### config.mk
export PLATFORM = sky130hd
export DESIGN_NAME = dot2_operand_packer
export DESIGN_NICKNAME = d
export VERILOG_FILES = /design/src/rtl/dot2_pkg.sv /design/src/rtl/dot2_operand_packer.sv
export SDC_FILE = /design/constraint.sdc
export NUM_CORES = 1
export LEC_CHECK = 0
export ABC_CLOCK_PERIOD_IN_PS = 1600
export BUFFER_PORTS_ARGS = -buffer_cell sky130_fd_sc_hd__buf_2
export CAP_MARGIN = 0
export CORE_MARGIN = 8
export CORE_UTILIZATION = 53
export CTS_CLUSTER_SIZE = 14
export DETAILED_ROUTE_END_ITERATION = 8
export PLACE_DENSITY_LB_ADDON = 0.2
export SLEW_MARGIN = 20
export SYNTH_ARGS = -nofsm -noshare
export SYNTH_HDL_FRONTEND = slang
export SYNTH_SLANG_ARGS = --single-unit
export TNS_END_PERCENT = 20
### constraint.sdc
create_clock -name clk -period 1.6 [get_ports clk]
set_input_delay 0.16 -clock clk [delete_from_list [all_inputs] [get_ports clk]]
set_output_delay 0.16 -clock clk [all_outputs]
set_load 0.01 [all_outputs]
### src/rtl/dot2_pkg.sv
// Shared types and defaults for the 2-element dot-product datapath.
// Imported by the operand packer and by the dot-product stage.
package dot2_pkg;

  localparam int unsigned N_DEF = 2;  // default lanes per operand vector
  localparam int unsigned W_DEF = 8;  // default signed element width

  typedef logic signed [W_DEF-1:0] elem_t;
  typedef elem_t [N_DEF-1:0]       vec_t;

endpackage

### src/rtl/dot2_operand_packer.sv
// dot2_operand_packer: collects one signed (a, b) element pair per accepted
// beat and assembles N-lane operand vectors for the dot-product stage.
// A beat with in_last set closes a short vector. The missing lanes are
// zero-padded.
//
// Ports:
//   clk, rst               rising-edge clock, synchronous active-high reset
//   in_valid / in_ready    element-pair handshake. in_ready is combinational.
//   in_a, in_b             elements for operand vector 0 / 1
//   in_last                this pair closes the current vector
//   out_valid / out_ready  packed-vector handshake
//   out_arg_0, out_arg_1   registered packed vectors, lane k = k-th element
//   out_len                number of real (non-padded) lanes, 1..N
module dot2_operand_packer
  import dot2_pkg::*;
#(
  parameter int unsigned N  = N_DEF,
  parameter int unsigned W  = W_DEF,
  parameter int unsigned LW = $clog2(N + 1)
) (
  input  logic                clk,
  input  logic                rst,
  input  logic                in_valid,
  output logic                in_ready,
  input  logic [W-1:0]        in_a,
  input  logic [W-1:0]        in_b,
  input  logic                in_last,
  output logic                out_valid,
  input  logic                out_ready,
  output logic [N-1:0][W-1:0] out_arg_0,
  output logic [N-1:0][W-1:0] out_arg_1,
  output logic [LW-1:0]       out_len
);

  localparam int unsigned IW       = $clog2(N);
  localparam int unsigned LAST_IDX = N - 1;

  logic [IW-1:0]        idx, idx_n;
  logic [N-1:0][W-1:0]  fa, fa_n, fb, fb_n;
  logic [N-1:0][W-1:0]  arg0_n, arg1_n;
  logic [LW-1:0]        len_n;
  logic                 valid_n;
  logic                 completing_c;
  logic                 accept_c;

  // Only a completing beat has to wait for the output register to free up.
  always_comb begin
    completing_c = (idx == IW'(LAST_IDX)) || in_last;
    in_ready     = !completing_c || !out_valid || out_ready;
    accept_c     = in_valid && in_ready;
  end

  // Next-state: fill the lane buffers, or close the vector into the output register.
  always_comb begin
    idx_n   = idx;
    fa_n    = fa;
    fb_n    = fb;
    arg0_n  = out_arg_0;
    arg1_n  = out_arg_1;
    len_n   = out_len;
    valid_n = out_valid;

    if (out_valid && out_ready) begin
      valid_n = 1'b0;
    end

    if (accept_c) begin
      if (completing_c) begin
        // Lanes above idx are still zero in the fill buffers, which gives the padding.
        arg0_n      = fa;
        arg1_n      = fb;
        arg0_n[idx] = in_a;
        arg1_n[idx] = in_b;
        len_n       = LW'(idx) + LW'(1);
        valid_n     = 1'b1;
        fa_n        = '0;
        fb_n        = '0;
        idx_n       = '0;
      end else begin
        fa_n[idx] = in_a;
        fb_n[idx] = in_b;
        idx_n     = idx + IW'(1);
      end
    end
  end

  // State and output registers.
  always_ff @(posedge clk) begin
    if (rst) begin
      idx       <= '0;
      fa        <= '0;
      fb        <= '0;
      out_arg_0 <= '0;
      out_arg_1 <= '0;
      out_len   <= '0;
      out_valid <= 1'b0;
    end else begin
      idx       <= idx_n;
      fa        <= fa_n;
      fb        <= fb_n;
      out_arg_0 <= arg0_n;
      out_arg_1 <= arg1_n;
      out_len   <= len_n;
      out_valid <= valid_n;
    end
  end

endmodule

==> qor.csv <==
metric,value,unit
run_status,completed,
cts_hold_buf,0,
achievable-frequency,0.671,GHz
synthDominantCellAreaShare,44.4,%
post-place-ws,188,ps
instances_no_fill,400,
synth.area.top_cells,"sky130_fd_sc_hd__dfxtp_1 44%, sky130_fd_sc_hd__mux2i_1 10%, sky130_fd_sc_hd__nand4_1 6.5%",
setup-violations-final,0,
cpMaxStageDelayCell,sky130_fd_sc_hd__dfxtp_1,
dieWidth,92.1,um
crit_family,buffers and inverters,
setup.worst_path.start_class,register,
grt_pass1_wl,11800,um
fin_crit_sh,93.1,%
detail_route.wirelength,7030,um
clock_share_of_power,37.0,%
finalWeightedCongestion,0.736,
post_synthesis_sequential_element_count,68,
post_synth.cell_area_avg,10.9,um^2
hold_path_class,input pin to register,
crit_chain,nand2b_2 > buf_12 > nand2b_1 > buf_2,
clk_root_buffer_cell,sky130_fd_sc_hd__clkbuf_8,
numPortBuffers,56,
critical_path.max_fanout,57,
layout_setup_ws,110,ps
cell_taking_the_most_area_after_synthesis,sky130_fd_sc_hd__dfxtp_1,
yosysUniqueCellTypes,28,
power_switching,0.00101,W
drc,0,
antenna_found_initial,0,
placed_cells,384,
path_depth,4,
crit_buf_inv,2,
timing.rr.end,fb[8],
finalClockSkew,13.3,ps
number_of_max_slew_violations_in_the_final_report,0,
fp.coreArea,0.00554,mm^2
clk_transition_reported_paths,70,ps
totalNegativeSetupSlack,0,ps
post_route_cells_drive_above_1_share,33.2,%
slew_headroom,52.6,%
detailed_place_hpwl,4720,um
postSynth.topFlopCell,sky130_fd_sc_hd__dfxtp_1,
drt_first_pass_iters,4,
hold_violations,0,
vias,2362,
cts-buffers-inserted,9,
worstSetupPathType,register to output pin,
initial_utilization,55.4,%
cap_violations,0,
power.share.switching,26.2,%
average_wire_per_standard_cell,17.6,um
power_frac_comb,15.5,%
synth-edff-count,0,
cellPowerDensity,1080,mW/mm^2
num_antenna_cells,0,
cts_max_path_buffers,2,
synth_cells,281,
cts_tree,built,
clock_net_sink_count,68,
reg2reg_slack,200,ps
drtIter0Drc,136,
synth_seq_area_share,44.4,%
worst_ep_arrival_time,1330,ps
worst_supply_voltage_drop_on_vdd,0.574,mV
mappedNetlistArea,0.00307,mm^2
critical_path.endpoint_type,output pin,
final_antenna_net_count,0,
p_leak,1.37,nW
worst_setup_path_startpoint,out_valid,
synth.net_count,302,
fillCellCount,476,
worst-slew-pin-transition,710,ps
syn_to_final_growth,16.3,%
design.portCount,57,
h-tree-depth,3,
synth.most_common_cell,sky130_fd_sc_hd__dfxtp_1,
ys_top_cells_by_count,"68 x sky130_fd_sc_hd__dfxtp_1, 32 x sky130_fd_sc_hd__mux2i_1, 32 x sky130_fd_sc_hd__nand4_1",
worstReg2RegStart,out_valid,
globalRouteTotalUtil,17.0,%
die_area,0.00848,mm^2
grt_start_max_net_pins,58,
crit_path_max_incr_delay,320,ps
cts.repair_timing.setup_buffer_count,0,
num_rows,27,
rsz0062_at_grt,no,
ys_warn_count,0,
clk-insertion-delay-late,340,ps
r2r_cells,4,
internal-power,0.00284,W
seqPwrFrac,47.5,%
vias_per_cell,5.91,
grt-ovfl-total,0,
fin_crit,1490,ps
synthArstFlopShare,0,%
fp.dieH,92.1,um
endpoint,in_ready,
grt_pass1_vias,2349,
final_stage_net_count,344,
required,1440,ps
per-layer routing:
metal	vias up	wire length (um)	global-route usage [%]	part of all wire (%)
met2	43	3330	26.9	47
met5	-	0	0	0
li1	1169	-	-	-
met4	0	129	8.05	1.8
met1	1141	3280	21.1	47
met3	9	287	4.32	4.1
sequential cells by signal (all words and copies together), names as in the netlist:
signal,flops
fa,16
fb,16
idx,1
out_arg_0,16
out_arg_1,16
out_len,2
out_valid,1
timing repair:
item                                   CTS  global route
gates resized for setup                  4             0
endpoints found under the hold margin    0             0
setup endpoints to repair                1             0
how the worst min path moves through the flow:
stage | start | endpoint | slack [ps] | cells past startpoint
2_1_floorplan | in_a[0] | fa[0] | 290 | 1
3_3_place_gp | in_b[0] | fb[0] | 410 | 2
3_5_place_dp | in_b[0] | fb[0] | 410 | 2
4_1_cts | in_b[0] | fb[0] | 60 | 2
5_1_grt | in_b[3] | fb[3] | 70 | 2
6_report | in_b[0] | fb[0] | 70 | 2
placed cells by master (no fill, tap or decap), types with 2 or more instances in the layout:
cell type | netlist | final
sky130_fd_sc_hd__mux2i_1 | 32 | 32
sky130_fd_sc_hd__a32o_1 | 16 | 16
sky130_fd_sc_hd__a31oi_4 | 5 | 5
sky130_fd_sc_hd__nor3b_2 | 10 | 10
sky130_fd_sc_hd__clkbuf_8 | 0 | 11
sky130_fd_sc_hd__a31oi_2 | 6 | 6
sky130_fd_sc_hd__nand4_1 | 32 | 32
sky130_fd_sc_hd__and2_1 | 16 | 16
sky130_fd_sc_hd__buf_12 | 0 | 4
sky130_fd_sc_hd__nor3b_1 | 22 | 22
sky130_fd_sc_hd__a311oi_1 | 2 | 2
sky130_fd_sc_hd__buf_2 | 14 | 56
sky130_fd_sc_hd__dfxtp_1 | 68 | 67
sky130_fd_sc_hd__buf_4 | 2 | 8
sky130_fd_sc_hd__a31oi_1 | 23 | 23
sky130_fd_sc_hd__clkinv_2 | 0 | 2
cell families after synthesis:
kind of cell	after synthesis	synth area share, %
AO/OA/AOI/OAI	56	17.4
buffers and inverters	39	7.42
flip-flops	68	44.4
multiplexers	32	10.4
AND/OR/NAND/NOR	86	20.3
cell type report:
cell class | instances | area (um^2) | share of cell area [%]
clock buffer | 12 | 155 | 4.35
multi-input combinational | 174 | 1490 | 41.6
inverter | 2 | 7.51 | 0.210
sequential | 68 | 1360 | 38.2
tap | 72 | 90.1 | 2.52
timing repair buffer | 68 | 420 | 11.8
clock inverter | 4 | 47.5 | 1.33
power by group through the flow:
stage	Sequential (W)	Combinational (W)	Clock [W]
6_report	0.00183	0.000597	0.00143
5_1_grt	0.00184	0.000653	0.00154
2_1_floorplan	0.00189	0.000395	0
3_5_place_dp	0.00187	0.000594	0
3_3_place_gp	0.00186	0.000585	0
4_1_cts	0.00183	0.000604	0.00145
worst register-to-register path, stage by stage (launching register included):
cell	delay [ps]
sky130_fd_sc_hd__dfxtp_1	340
sky130_fd_sc_hd__nand2b_2	110
sky130_fd_sc_hd__buf_12	220
sky130_fd_sc_hd__a31oi_4	470
sky130_fd_sc_hd__and2_1	200
per-stage QoR:
stage | utilization (%) | power, W | instance area (um^2) | hold slack, ps
CTS | 64.4 | 0.00389 | 3570 | 57.3
floorplan | - | 0.00229 | 3070 | 286
global placement | 60.5 | 0.00245 | 3350 | 409
global route | 64.4 | 0.00403 | 3570 | 71.9
finish | 64.4 | 0.00385 | 3570 | 68.6
detailed placement | 60.5 | 0.00246 | 3350 | 411
(Power assumes the default switching activity.)
